==> src/rtl/fifo_access_controller_if.sv <==
// Requester and consumer handshake bundle for fifo_access_controller.
// slave: the controller side; master: the requesters/consumer side.
interface fifo_access_controller_if #(
  parameter int unsigned NUM_REQUESTERS = 4,
  parameter int unsigned DATA_WIDTH     = 32,
  parameter int unsigned FIFO_SIZE      = 8
);
  localparam int unsigned LevelWidth = $clog2(FIFO_SIZE + 1);

  logic                                 flush;
  logic [NUM_REQUESTERS-1:0]            req_valid;
  logic [NUM_REQUESTERS*DATA_WIDTH-1:0] req_data;
  logic [NUM_REQUESTERS-1:0]            req_ready;
  logic                                 pop_request;
  logic                                 pop_valid;
  logic [DATA_WIDTH-1:0]                pop_data;
  logic [LevelWidth-1:0]                level;
  logic                                 full;
  logic                                 empty;

  modport master (
    output flush, req_valid, req_data, pop_request,
    input  req_ready, pop_valid, pop_data, level, full, empty
  );

  modport slave (
    input  flush, req_valid, req_data, pop_request,
    output req_ready, pop_valid, pop_data, level, full, empty
  );
endinterface

==> src/rtl/fifo_access_controller.sv <==
// Single-clock sequencer/arbiter for one fifo: round-robin push arbitration across requesters,
// one pop consumer, non-overlapping push/pop strobes with a low cycle between them, occupancy
// tracking and clear sequencing. Every output is registered.
module fifo_access_controller #(
  parameter int unsigned NUM_REQUESTERS = 4,
  parameter int unsigned DATA_WIDTH     = 32,
  parameter int unsigned FIFO_SIZE      = 8,
  parameter int unsigned FLUSH_CYCLES   = 2
) (
  input  logic                    clock,
  input  logic                    clear,
  fifo_access_controller_if.slave bus,
  output logic                    fifo_enable,
  output logic                    fifo_clear,
  output logic                    fifo_push,
  output logic                    fifo_pop,
  output logic [DATA_WIDTH-1:0]   fifo_in_data,
  input  logic [DATA_WIDTH-1:0]   fifo_out_data,
  input  logic                    fifo_ready
);
  localparam int unsigned LevelWidth = $clog2(FIFO_SIZE + 1);
  localparam int unsigned IdxWidth   = $clog2(NUM_REQUESTERS);
  localparam int unsigned CountWidth = $clog2(FLUSH_CYCLES + 1);

  localparam logic [LevelWidth-1:0] LevelMax  = LevelWidth'(FIFO_SIZE);
  localparam logic [CountWidth-1:0] CountLast = CountWidth'(FLUSH_CYCLES - 1);
  localparam logic [IdxWidth-1:0]   RrInit    = IdxWidth'(NUM_REQUESTERS - 1);

  typedef enum logic [1:0] {StFlush, StIdle, StStrobe, StRecover} state_e;

  state_e                  state_q, state_d;
  logic [CountWidth-1:0]   count_q, count_d;
  logic                    op_pop_q, op_pop_d;

  logic [IdxWidth-1:0]     rr_q, rr_d;
  logic                    fifo_enable_q, fifo_enable_d;
  logic                    fifo_clear_q, fifo_clear_d;
  logic                    fifo_push_q, fifo_push_d;
  logic                    fifo_pop_q, fifo_pop_d;
  logic [DATA_WIDTH-1:0]   fifo_in_data_q, fifo_in_data_d;
  logic [NUM_REQUESTERS-1:0] req_ready_q, req_ready_d;
  logic                    pop_valid_q, pop_valid_d;
  logic [DATA_WIDTH-1:0]   pop_data_q, pop_data_d;
  logic [LevelWidth-1:0]   level_q, level_d;
  logic                    full_q, full_d;
  logic                    empty_q, empty_d;

  // Unpack the requester data bus into words.
  logic [DATA_WIDTH-1:0] req_word [NUM_REQUESTERS];
  for (genvar i = 0; i < NUM_REQUESTERS; i++) begin : g_unpack
    assign req_word[i] = bus.req_data[i*DATA_WIDTH +: DATA_WIDTH];
  end

  // Round-robin search: first valid requester after the last winner, wrapping.
  logic                any_valid;
  logic [IdxWidth-1:0] winner;
  logic [IdxWidth-1:0] cand;
  always_comb begin
    any_valid = 1'b0;
    winner    = rr_q;
    cand      = rr_q;
    for (int unsigned j = 1; j <= NUM_REQUESTERS; j++) begin
      cand = IdxWidth'((32'(rr_q) + j) % NUM_REQUESTERS);
      if (!any_valid && bus.req_valid[cand]) begin
        any_valid = 1'b1;
        winner    = cand;
      end
    end
  end

  // Idle-cycle decisions in priority order: flush, fifo not ready, pop, push.
  logic in_idle, take_flush, pop_wanted, start_pop, start_push;
  assign in_idle    = (state_q == StIdle);
  assign take_flush = in_idle && bus.flush;
  assign pop_wanted = bus.pop_request && !empty_q;
  assign start_pop  = in_idle && !bus.flush && fifo_ready && pop_wanted;
  assign start_push = in_idle && !bus.flush && fifo_ready && !pop_wanted && any_valid && !full_q;

  // State register.
  always_ff @(posedge clock or posedge clear) begin
    if (clear) begin
      state_q  <= StFlush;
      count_q  <= '0;
      op_pop_q <= 1'b0;
    end else begin
      state_q  <= state_d;
      count_q  <= count_d;
      op_pop_q <= op_pop_d;
    end
  end

  // Next-state logic.
  always_comb begin
    state_d  = state_q;
    count_d  = count_q;
    op_pop_d = op_pop_q;
    case (state_q)
      StFlush: begin
        if (count_q == CountLast) begin
          state_d = StIdle;
        end else begin
          count_d = count_q + CountWidth'(1);
        end
      end
      StIdle: begin
        if (take_flush) begin
          state_d = StFlush;
          count_d = '0;
        end else if (start_pop || start_push) begin
          state_d  = StStrobe;
          op_pop_d = start_pop;
        end
      end
      StStrobe:  state_d = StRecover;
      StRecover: state_d = StIdle;
      default:   state_d = StFlush;
    endcase
  end

  // Next values of the registered outputs; strobes and req_ready default low so each is a pulse.
  always_comb begin
    rr_d           = rr_q;
    fifo_enable_d  = (state_d != StFlush);
    fifo_clear_d   = (state_d == StFlush);
    fifo_push_d    = 1'b0;
    fifo_pop_d     = 1'b0;
    fifo_in_data_d = fifo_in_data_q;
    req_ready_d    = '0;
    pop_valid_d    = 1'b0;
    pop_data_d     = pop_data_q;
    level_d        = level_q;
    case (state_q)
      StFlush: level_d = '0;
      StIdle: begin
        if (take_flush) begin
          level_d = '0;
        end else if (start_pop) begin
          fifo_pop_d = 1'b1;
        end else if (start_push) begin
          fifo_push_d         = 1'b1;
          fifo_in_data_d      = req_word[winner];
          req_ready_d[winner] = 1'b1;
          rr_d                = winner;
        end
      end
      StStrobe: begin
        level_d = op_pop_q ? level_q - LevelWidth'(1) : level_q + LevelWidth'(1);
      end
      StRecover: begin
        // The fifo presents the popped word by now; capture it for the consumer.
        if (op_pop_q) begin
          pop_data_d  = fifo_out_data;
          pop_valid_d = 1'b1;
        end
      end
      default: ;
    endcase
    full_d  = (level_d == LevelMax);
    empty_d = (level_d == '0);
  end

  // Output registers.
  always_ff @(posedge clock or posedge clear) begin
    if (clear) begin
      rr_q           <= RrInit;
      fifo_enable_q  <= 1'b0;
      fifo_clear_q   <= 1'b1;
      fifo_push_q    <= 1'b0;
      fifo_pop_q     <= 1'b0;
      fifo_in_data_q <= '0;
      req_ready_q    <= '0;
      pop_valid_q    <= 1'b0;
      pop_data_q     <= '0;
      level_q        <= '0;
      full_q         <= 1'b0;
      empty_q        <= 1'b1;
    end else begin
      rr_q           <= rr_d;
      fifo_enable_q  <= fifo_enable_d;
      fifo_clear_q   <= fifo_clear_d;
      fifo_push_q    <= fifo_push_d;
      fifo_pop_q     <= fifo_pop_d;
      fifo_in_data_q <= fifo_in_data_d;
      req_ready_q    <= req_ready_d;
      pop_valid_q    <= pop_valid_d;
      pop_data_q     <= pop_data_d;
      level_q        <= level_d;
      full_q         <= full_d;
      empty_q        <= empty_d;
    end
  end

  assign fifo_enable   = fifo_enable_q;
  assign fifo_clear    = fifo_clear_q;
  assign fifo_push     = fifo_push_q;
  assign fifo_pop      = fifo_pop_q;
  assign fifo_in_data  = fifo_in_data_q;
  assign bus.req_ready = req_ready_q;
  assign bus.pop_valid = pop_valid_q;
  assign bus.pop_data  = pop_data_q;
  assign bus.level     = level_q;
  assign bus.full      = full_q;
  assign bus.empty     = empty_q;
endmodule

==> src/flat_wrapper.sv <==
// flat-port wrapper written by rule: the top's interface ports become plain ports
module fifo_access_controller_flat 
#(
  parameter int unsigned NUM_REQUESTERS = 4,
  parameter int unsigned DATA_WIDTH     = 32,
  parameter int unsigned FIFO_SIZE      = 8,
  parameter int unsigned FLUSH_CYCLES   = 2
)
  (clock, clear, fifo_enable, fifo_clear, fifo_push, fifo_pop, fifo_in_data, fifo_out_data, fifo_ready, bus_flush, bus_req_valid, bus_req_data, bus_pop_request, bus_req_ready, bus_pop_valid, bus_pop_data, bus_level, bus_full, bus_empty);
  fifo_access_controller_if #(.NUM_REQUESTERS(NUM_REQUESTERS), .DATA_WIDTH(DATA_WIDTH), .FIFO_SIZE(FIFO_SIZE)) bus_i ();
  input  logic clock;
  input  logic clear;
  output logic fifo_enable;
  output logic fifo_clear;
  output logic fifo_push;
  output logic fifo_pop;
  output logic [DATA_WIDTH-1:0] fifo_in_data;
  input  logic [DATA_WIDTH-1:0] fifo_out_data;
  input  logic fifo_ready;
  input wire logic [$bits(bus_i.flush)-1:0] bus_flush;
  input wire logic [$bits(bus_i.req_valid)-1:0] bus_req_valid;
  input wire logic [$bits(bus_i.req_data)-1:0] bus_req_data;
  input wire logic [$bits(bus_i.pop_request)-1:0] bus_pop_request;
  output wire logic [$bits(bus_i.req_ready)-1:0] bus_req_ready;
  output wire logic [$bits(bus_i.pop_valid)-1:0] bus_pop_valid;
  output wire logic [$bits(bus_i.pop_data)-1:0] bus_pop_data;
  output wire logic [$bits(bus_i.level)-1:0] bus_level;
  output wire logic [$bits(bus_i.full)-1:0] bus_full;
  output wire logic [$bits(bus_i.empty)-1:0] bus_empty;
  assign bus_i.flush = bus_flush;
  assign bus_i.req_valid = bus_req_valid;
  assign bus_i.req_data = bus_req_data;
  assign bus_i.pop_request = bus_pop_request;
  assign bus_req_ready = bus_i.req_ready;
  assign bus_pop_valid = bus_i.pop_valid;
  assign bus_pop_data = bus_i.pop_data;
  assign bus_level = bus_i.level;
  assign bus_full = bus_i.full;
  assign bus_empty = bus_i.empty;
  fifo_access_controller #(.NUM_REQUESTERS(NUM_REQUESTERS), .DATA_WIDTH(DATA_WIDTH), .FIFO_SIZE(FIFO_SIZE), .FLUSH_CYCLES(FLUSH_CYCLES)) u_core (.clock(clock), .clear(clear), .bus(bus_i), .fifo_enable(fifo_enable), .fifo_clear(fifo_clear), .fifo_push(fifo_push), .fifo_pop(fifo_pop), .fifo_in_data(fifo_in_data), .fifo_out_data(fifo_out_data), .fifo_ready(fifo_ready));
endmodule
==> config.mk <==
export PLATFORM = sky130hd
export DESIGN_NAME = fifo_access_controller_flat
export DESIGN_NICKNAME = d
export VERILOG_FILES = /design/src/rtl/fifo_access_controller_if.sv /design/src/rtl/fifo_access_controller.sv /design/src/flat_wrapper.sv
export SDC_FILE = /design/constraint.sdc
export NUM_CORES = 1
export LEC_CHECK = 0
export ABC_CLOCK_PERIOD_IN_PS = 3200
export BUFFER_PORTS_ARGS = -buffer_cell sky130_fd_sc_hd__buf_2
export CAP_MARGIN = 0
export CELL_PAD_IN_SITES_DETAIL_PLACEMENT = 0
export CELL_PAD_IN_SITES_GLOBAL_PLACEMENT = 2
export CORE_ASPECT_RATIO = 0.8
export CORE_MARGIN = 10
export CORE_UTILIZATION = 27
export DETAILED_ROUTE_END_ITERATION = 10
export PLACE_DENSITY = 0.92
export REMOVE_ABC_BUFFERS = 1
export SYNTH_ARGS = -nofsm -noshare
export SYNTH_HDL_FRONTEND = slang
export SYNTH_SLANG_ARGS = --single-unit
==> constraint.sdc <==
create_clock -name clock -period 3.2 [get_ports clock]
set_clock_uncertainty 0.15 [all_clocks]
set_input_delay 0.48 -clock clock [delete_from_list [all_inputs] [get_ports clock]]
set_output_delay 0.48 -clock clock [all_outputs]
set_load 0.05 [all_outputs]
After elaboration in Yosys (flattened, before gate mapping)
Cells that the tools add are included.

Latch bits: 0. Input port bits: 169. Word-level logic and storage cells: 112. Bits in read-only memories: 0. Output and inout port bits: 79. Register bits: 86. Memory bits (writable): 0. Memories: 0.

Shifts and indexed selects: 0. Eq/ne operators: 7. $mul: 0. Magnitude comparators: 7. $add $sub $neg: 7. Div/mod/pow operators: 0. Bitwise logic cells: 3. Mux-type cells: 44. Reductions and logical operators: 29.

Operator list (count): $bmux 32 s2 (1); $mux 32 (2); $mux 4 (6); $mux 1 (18); $mux 2 (9); $lt 2x3->1 const B (5); $logic_and 1x1->1 (12); $pmux 4 s3 (1); $bmux 1 s2 (4); $pmux 2 s4 (1); $logic_not 1->1 (7); $add 2x1->2 const B (3); $reduce_and 3->1 (2); $add 2x2->2 const B (2); $add 4x1->4 const B (1); $eq 2x1->1 const B (2); $eq 2x2->1 const B (2); $eq 4x4->1 const B (1); $logic_not 2->1 (2); $logic_not 4->1 (1); $ne 2x2->1 const B (2); $pmux 2 s2 (1); $reduce_and 4->1 (1); $reduce_bool 2->1 (2); 8 further kinds (9).

Depth between registers and ports, before layout
Gate-level depths: netlist of the first run.

Word-level depth: 21. Gate-level depth with buffers: 8. Mapped depth without buffers: 6.

Least setup slack after synthesis of the first run
Ideal clock, no wire load.

Path kind: register -> register. Start point: register u_core.level_q[0], in the netlist u_core.bus.level[0]. End point: register u_core.full_q, in the netlist u_core.bus.full. Buffers on the path: 0. Period minus slack after synthesis: 2.245 ns. Cell stages (with the launch flop): 6. Setup time: 0.073 ns. Data required time: 2.977 ns. Slack: 0.955 ns. Arrival time: 2.022 ns. Cell sequence: dfrtp_1 fa_1 mux2_2 a22o_1 or3_1 nor2b_1.

Cells in the longest elaborated chain, start to end: 4. Elaborated cells on any way between the ends: 6. Classes of those cells: add/sub: 2; eq/ne: 1; mux: 3.

Ends and longest elaborated chain: from (decl) (line fifo_access_controller.sv:44) `logic [LevelWidth-1:0] level_q, level_d;`; from (signal assigned) (line fifo_access_controller.sv:187) `level_q <= level_d;`; $add 4x1->4 / $sub 4x1->4 (equally long branches) (line fifo_access_controller.sv:147) `level_d = op_pop_q ? level_q - LevelWidth'(1) : level_q + LevelWidth'(1);`; $mux 4 * (line fifo_access_controller.sv:147); $pmux 4 s3 * (line fifo_access_controller.sv:132) `case (state_q)`; net u_core.level_d[1] (line fifo_access_controller.sv:44); $eq 4x4->1 * (line fifo_access_controller.sv:158) `full_d = (level_d == LevelMax);`; net u_core.full_d (line fifo_access_controller.sv:45) `logic full_q, full_d;`; to (signal assigned) (line fifo_access_controller.sv:188) `full_q <= full_d;`; to (decl) (line fifo_access_controller.sv:45).

The timed path passes the listed nets; every way through them passes the cells marked *. A chain may end at the register's enable or synchronous reset.

Final worst setup path of the first run
Start point: register u_core.rr_q[1]. End point: register u_core.fifo_in_data_q[2], in the netlist u_core.fifo_in_data[2].

Cells in the longest elaborated chain, start to end: 17. Elaborated cells on any way between the ends: 33. Classes of those cells: add/sub: 4; mux: 19; bitwise: 1; reduce/logical: 9.

Ends and longest elaborated chain: from (decl) (line fifo_access_controller.sv:35) `logic [IdxWidth-1:0] rr_q, rr_d;`; from (signal assigned) (line fifo_access_controller.sv:165) `rr_q <= RrInit;`; from (signal assigned) (line fifo_access_controller.sv:178) `rr_q <= rr_d;`; $add 2x1->2 (line fifo_access_controller.sv:63) `cand = IdxWidth'((32'(rr_q) + j) % NUM_REQUESTERS);`; $bmux 1 s2 (line fifo_access_controller.sv:64) `if (!any_valid && bus.req_valid[cand]) begin`; $mux 1 (implied by the code) (line fifo_access_controller.sv:64); $mux 1 (line fifo_access_controller.sv:64); $logic_not 1->1 (line fifo_access_controller.sv:64); $logic_and 1x1->1 (line fifo_access_controller.sv:64); $mux 1 (line fifo_access_controller.sv:64); $logic_not 1->1 (line fifo_access_controller.sv:64); $logic_and 1x1->1 (line fifo_access_controller.sv:64); $mux 1 (line fifo_access_controller.sv:64); $logic_not 1->1 (line fifo_access_controller.sv:64); $logic_and 1x1->1 (line fifo_access_controller.sv:64); $mux 2 (line fifo_access_controller.sv:64); $not 2->3 (implied by the code) (line fifo_access_controller.sv:141) `fifo_in_data_d = req_word[winner];`; $bmux 32 s2 (line fifo_access_controller.sv:141); $mux 32 (implied by the code) (2 in series) (line fifo_access_controller.sv:141); to (signal assigned) (line fifo_access_controller.sv:183) `fifo_in_data_q <= fifo_in_data_d;`; to (decl) (line fifo_access_controller.sv:40) `logic [DATA_WIDTH-1:0] fifo_in_data_q, fifo_in_data_d;`.

Parallel ways exist; a longest one is shown, timed or not. The select of a mux whose other input is x is not followed.

==> results.sh, run 1 <==
export IMPL_clk_latency_ns=0.34
export IMPL_die_w_um=167
export IMPL_whs_ns=0.0136
export IMPL_crit_type="reg -> reg"
export IMPL_synth_area_leaders="dfrtp_1 (44%), a211oi_2 (14%), mux2_2 (8.0%)"
export IMPL_rsz0062_at_grt="false"
export IMPL_io_buffers=247
export IMPL_hold_buffers=0
export IMPL_dieArea_um2=22900
export IMPL_routed_wl_um=16400
export IMPL_r2r_start="u_core.rr_q[1]$_DFFE_PP1P_"
export IMPL_synth_main_ff_cell="dfrtp_1"
export IMPL_rrSetupSlack_ns=0.63
export IMPL_synth_top_area_frac=0.442
export IMPL_peakVddDrop_mv=0.458
export IMPL_syn_area_um2=4650
export IMPL_antenna_cells=0
export IMPL_cpMostUsedCell="a211oi_2"
export IMPL_critPathCaptureType="register"
export IMPL_drc=0
export IMPL_met3_usage=0.0441
export IMPL_ys_seq_area_frac=0.464
export IMPL_crit_required_ns=3.31
export IMPL_gp_congestion=0.797
export IMPL_ys_async_sr_fraction=1.00
export IMPL_via_per_inst=4.69
export IMPL_area_growth_pct=37.3
export IMPL_hpwlAfterDp_um=12900
export IMPL_synth_edf_count=0
export IMPL_avgSynthCellArea_um2=12.2
export IMPL_yosysTopAreaCell="dfrtp_1"
export IMPL_worstPathMaxFanout=27
export IMPL_hold_path_class="in -> async"
export IMPL_cts_resized=0
export IMPL_fmax_mhz=390
export IMPL_p_leak_nw=3.00
export IMPL_grt_pass1_wl_um=25700
export IMPL_reg2regPathDepth=6
export IMPL_ant_nets=0
export IMPL_critPathBufInv=1
export IMPL_cts_root_buf="clkbuf_16"
export IMPL_use_met2=0.240
export IMPL_io_pins=248
export IMPL_power_density_nw_per_um2=1080
export IMPL_slew_limit_headroom=0.261
export IMPL_core_rowCount=42
export IMPL_finalCriticalPeriod_ns=2.57
export IMPL_ys_types=42
export IMPL_fin_util=0.382
export IMPL_die_y_um=137
export IMPL_cts_tree="done"
export IMPL_setup_slack_ns=0.635
export IMPL_firstDrtPassIters=4
export IMPL_p_total_w=0.00688
export IMPL_finalHoldViolCount=0
export IMPL_drtIter0Drc=185
export IMPL_fillerInstances=1663
export IMPL_cap_violations=0
export IMPL_busiest_layer="met2"
export IMPL_setup_viol=0
export IMPL_worstPathArrival_ns=2.68
export IMPL_place_ws_ns=0.595
export IMPL_cp_slowest_cell="o21ai_4"
export IMPL_synth_seq_cells=86
export IMPL_cts_sinks=86
export IMPL_core_um2=16700
export IMPL_grt_usage=0.140
export IMPL_antenna_found_initial=0
export IMPL_drive_gt1_frac=0.595
export IMPL_outcome="finished, final reports clean"
export IMPL_synth_most_common_cell="dfrtp_1"
export IMPL_crit_family="compound AO/OA/AOI/OAI gates"
export IMPL_htreeDepth=3
export IMPL_synthCells=380
export IMPL_synth_common_cells="dfrtp_1 (82), a211oi_2 (52), nor2_1 (39), mux2i_1 (35)"
export IMPL_routedWlPerCell_um=19.4
export IMPL_grt_overflow=0
export IMPL_initial_core_util=0.278
export IMPL_grt_max_degree=59
export IMPL_path_cells="and3b_1 -> nor3_1 -> o21ai_4 -> buf_4 -> a211oi_2 -> a211oi_2"
export IMPL_via_count=3949
export IMPL_finalCritPeriodShare=0.802
export IMPL_clkTransAtPathRegs_ns=0.06
export IMPL_grt_pass1_vias=4415
export IMPL_cts_made_buffers=9
export IMPL_fin_tns_setup_ns=0
export IMPL_yosysWarnings=0
export IMPL_postCtsSetupBuffers=0
export IMPL_critPathMaxStageDelay_ns=0.84
export IMPL_r2r_end="u_core.fifo_in_data[2]$_DFFE_PP0P_"
export IMPL_cts_buffer_depth=2
export IMPL_start_kind="register"
export IMPL_final_nets=790
export IMPL_tightest_slew_ns=1.10
export IMPL_grt_use_met1=0.168
export IMPL_slew_viol_final=0
worst max path at each step:
stage	from	endpoint	depth (start not counted)
after detailed placement	bus_flush	u_core.fifo_in_data[30]$_DFFE_PP0P_	5
after global placement	bus_req_valid[0]	u_core.fifo_in_data[2]$_DFFE_PP0P_	7
after CTS	u_core.rr_q[1]$_DFFE_PP1P_	u_core.fifo_in_data[2]$_DFFE_PP0P_	6
after global routing	u_core.state_q[0]$_DFF_PP0_	u_core.fifo_in_data[30]$_DFFE_PP0P_	4
final	u_core.rr_q[1]$_DFFE_PP1P_	u_core.fifo_in_data[2]$_DFFE_PP0P_	6
after floorplan	u_core.bus.empty$_DFF_PP1_	u_core.fifo_in_data[24]$_DFFE_PP0P_	5
stage by stage:
step | instance area (µm²) | std cells
2_1_floorplan | 4470 | 350
3_3_place_gp | 6100 | 826
3_5_place_dp | 6100 | 826
4_1_cts | 6380 | 842
5_1_grt | 6380 | 842
6_report | 6380 | 842
layer usage:
metal  routed length, µm  part of all wire  vias to the layer above
li1                    -                 -                     1869
met1                6690              0.41                     1919
met2                8330              0.51                      148
met3                1150             0.071                       13
met4                 189             0.012                        0
met5                   0                 0                        -
sequential cells by signal, indices dropped and copies added (netlist names):
signal / count
u_core.fifo_pop: 1
u_core.fifo_in_data: 32
u_core.state_q: 2
u_core.bus.req_ready: 4
u_core.count_q: 2
u_core.bus.full: 1
u_core.rr_q: 2
u_core.fifo_enable: 1
u_core.fifo_push: 1
u_core.bus.pop_valid: 1
u_core.fifo_clear: 1
u_core.bus.empty: 1
u_core.bus.level: 4
u_core.bus.pop_data: 32
u_core.op_pop_q: 1
cells in the final DEF (no fill, tap or decap), types with 4 or more instances in the layout:
master     count
buf_2        247
dfrtp_1       82
a211oi_2      52
nor2_1        39
mux2i_1       35
mux2_2        33
nor3b_1       33
a211oi_1      12
clkbuf_16      9
inv_1          6
a21oi_1        6
buf_4          6
nor3_1         5
nand2_1        4
dfstp_2        4
power breakdown:
part | internal [W] | total (W) | switching [W]
Combinational | 0.00116 | 0.00398 | 0.00282
Sequential | 0.00160 | 0.00192 | 0.000323
Clock | 0.000547 | 0.000977 | 0.000430
final cells by class:
| class | instances | area (µm²) | share of cell area |
|---|---|---|---|
| Multi-Input combinational cell | 257 | 2300 | 0.361 |
| Tap cell | 220 | 275 | 0.0431 |
| Clock buffer | 11 | 243 | 0.0380 |
| Clock inverter | 5 | 33.8 | 0.00530 |
| Timing Repair Buffer | 256 | 1340 | 0.210 |
| Inverter | 7 | 27.5 | 0.00431 |
| Sequential cell | 86 | 2160 | 0.338 |
kinds of logic after synthesis:
| logic type | share of synthesized area |
|---|---|
| XOR/XNOR | 0.00377 |
| multiplexers | 0.155 |
| AO/OA/AOI/OAI | 0.195 |
| buffers and inverters | 0.0436 |
| adder cells (fa/ha/maj) | 0.0124 |
| flip-flops | 0.464 |
| AND/OR/NAND/NOR | 0.126 |
Power figures use the tool's default switching activity.
==> run 2, diff against run 1 <==
- ABC_CLOCK_PERIOD_IN_PS: 3200 -> 2400
- clock period: 3.2 -> 2.4 ns (I/O delays scaled with it)
==> run 2 against run 1 <==
Compared with the run above: worst setup slack worse by 0.50 ns; sequential share of layout area is 0.57 points lower; total power up 35%; fmax rose by 13%; count of clock-buffer cells in the layout stayed put; register-to-register slack lost 0.50 ns; sequential cell count stayed put; non-clock buffer count up 11; core utilization increased by 0.65 points; routed wire length rose by 1.1%; die area unchanged; critical path depth is the same; largest cell class unchanged; largest power group unchanged.
==> results.sh, run 2 (synthesized netlist as in run 1, its figures left out) <==
export IMPL_finalHoldViolCount=0
export IMPL_hold_path_cell_count=2
export IMPL_grt_max_degree=36
export IMPL_drive_gt1_frac=0.600
export IMPL_r2r_start="u_core.rr_q[1]$_DFFE_PP1P_"
export IMPL_crit_family="flip-flops"
export IMPL_cap_violations=0
export IMPL_met2WireLength_um=8360
export IMPL_cts_sinks=86
export IMPL_setup_viol=0
export IMPL_cts_buffer_depth=2
export IMPL_cpMostUsedCell="a211oi_2"
export IMPL_peakVddDrop_mv=0.620
export IMPL_io_buffers=247
export IMPL_critPathBufInv=1
export IMPL_mostFrequentLayoutCell="buf_2"
export IMPL_clk_latency_ns=0.34
export IMPL_dieArea_um2=22900
export IMPL_fmax_mhz=441
export IMPL_p_leak_nw=3.07
export IMPL_area_growth_pct=39.7
export IMPL_postCtsSetupBuffers=0
export IMPL_fillerInstances=1650
export IMPL_crit_required_ns=2.47
export IMPL_core_rowCount=42
export IMPL_worstPathMaxFanout=27
export IMPL_firstDrtPassIters=4
export IMPL_final_nets=801
export IMPL_start_kind="register"
export IMPL_place_ws_ns=0.138
export IMPL_wl_met1_um=6940
export IMPL_finalCritPeriodShare=0.944
export IMPL_antenna_found_initial=0
export IMPL_clkTransAtPathRegs_ns=0.06
export IMPL_cp_depth=6
export IMPL_initial_core_util=0.278
export IMPL_hold_path_class="in -> reg"
export IMPL_power_density_nw_per_um2=1430
export IMPL_antenna_cells=0
export IMPL_via_per_inst=4.66
export IMPL_grt_pass1_vias=4491
export IMPL_critPathMaxStageDelay_ns=0.60
export IMPL_cts_root_buf="clkbuf_16"
export IMPL_finalCriticalPeriod_ns=2.27
export IMPL_cp_slowest_cell="dfstp_2"
export IMPL_io_pins=248
export IMPL_most_common_layout_cells="buf_2 (247), dfrtp_1 (82), a211oi_2 (52)"
export IMPL_gp_congestion=0.791
export IMPL_met3_length_um=975
export IMPL_grt_usage=0.141
export IMPL_rrSetupSlack_ns=0.13
export IMPL_grt_overflow=0
export IMPL_via_count=3974
export IMPL_die_w_um=167
export IMPL_die_y_um=137
export IMPL_rsz0062_at_grt="false"
export IMPL_routed_wl_um=16500
export IMPL_place_area_um2=6200
export IMPL_hpwlAfterDp_um=13300
export IMPL_htreeDepth=3
export IMPL_fin_tns_setup_ns=0
export IMPL_critPathCaptureType="register"
export IMPL_core_um2=16700
export IMPL_cp_startpoint="u_core.rr_q[1]$_DFFE_PP1P_"
export IMPL_crit_type="reg -> reg"
export IMPL_outcome="finished, final reports clean"
export IMPL_ant_nets=0
export IMPL_drc=0
export IMPL_grt_pass1_wl_um=25700
export IMPL_drtIter0Drc=186
export IMPL_cts_made_buffers=9
export IMPL_cts_tree="done"
export IMPL_reg2regPathDepth=6
export IMPL_final_area_um2=6490
export IMPL_routed_top_layer="met4"
export IMPL_worstPathArrival_ns=2.34
export IMPL_slew_viol_final=0
export IMPL_hp_start="fifo_out_data[30]"
export IMPL_routedWlPerCell_um=19.4
export IMPL_path_cells="mux2i_1 -> o21ai_4 -> or2_2 -> buf_12 -> a211oi_2 -> a211oi_2"
export IMPL_tightest_slew_ns=0.513
export IMPL_setup_slack_ns=0.135
export IMPL_slew_limit_headroom=0.657
## run 2: changes by cell type in the layout (fill, tap and decap cells not counted), sizes merged
| cell | before | now |
|---|---|---|
| clkinv | 3 | 5 |
| clkinvlp | 2 | 0 |
| dlygate4sd3 | 0 | 1 |
| buf | 256 | 266 |
## run 2: final cells by class
cell class                 instances  area [µm²]  area share
sequential                        86        2160       0.332
tap                              220         275      0.0424
clock inverter                     5        32.5     0.00501
inverter                           7        27.5     0.00424
clock buffer                      11         243      0.0374
multi-input combinational        257        2300       0.355
timing repair buffer             267        1450       0.224
## run 2: power by group
part,internal [W],switching (W)
Sequential,0.00213,0.000393
Clock,0.000730,0.000575
Combinational,0.00162,0.00382
Total,0.00448,0.00479
## run 2: per-stage QoR
stage	hold WS [ns]	power (W)	instances	util
after global routing	0.0850	0.00980	853	0.388
after global placement	0.242	0.00793	836	0.371
after CTS	0.0864	0.00940	853	0.388
after floorplan	0.319	0.00642	350	-
after detailed placement	0.254	0.00805	836	0.371
final	0.102	0.00927	853	0.388
## run 2: repair_timing
action	in CTS	in global routing
gates resized for setup	0	0
endpoints found under the hold margin	23	0
hold buffers	1	0
## run 2: path summary, 6_finish.rpt
check,to
worst max-delay path,u_core.fifo_in_data[10]$_DFFE_PP0P_
worst min-delay path,u_core.bus.pop_data[30]$_DFFE_PP0P_
worst max register to register,u_core.fifo_in_data[10]$_DFFE_PP0P_
worst min register to register,u_core.bus.pop_data[14]$_DFFE_PP0P_
max in group asynchronous,u_core.rr_q[1]$_DFFE_PP1P_
min in group asynchronous,u_core.fifo_in_data[5]$_DFFE_PP0P_
## run 2: layer usage
layer,up-vias,global-route usage
met5,-,0
met1,1939,0.169
met2,125,0.239
met4,0,0.0365
li1,1893,-
met3,17,0.0481
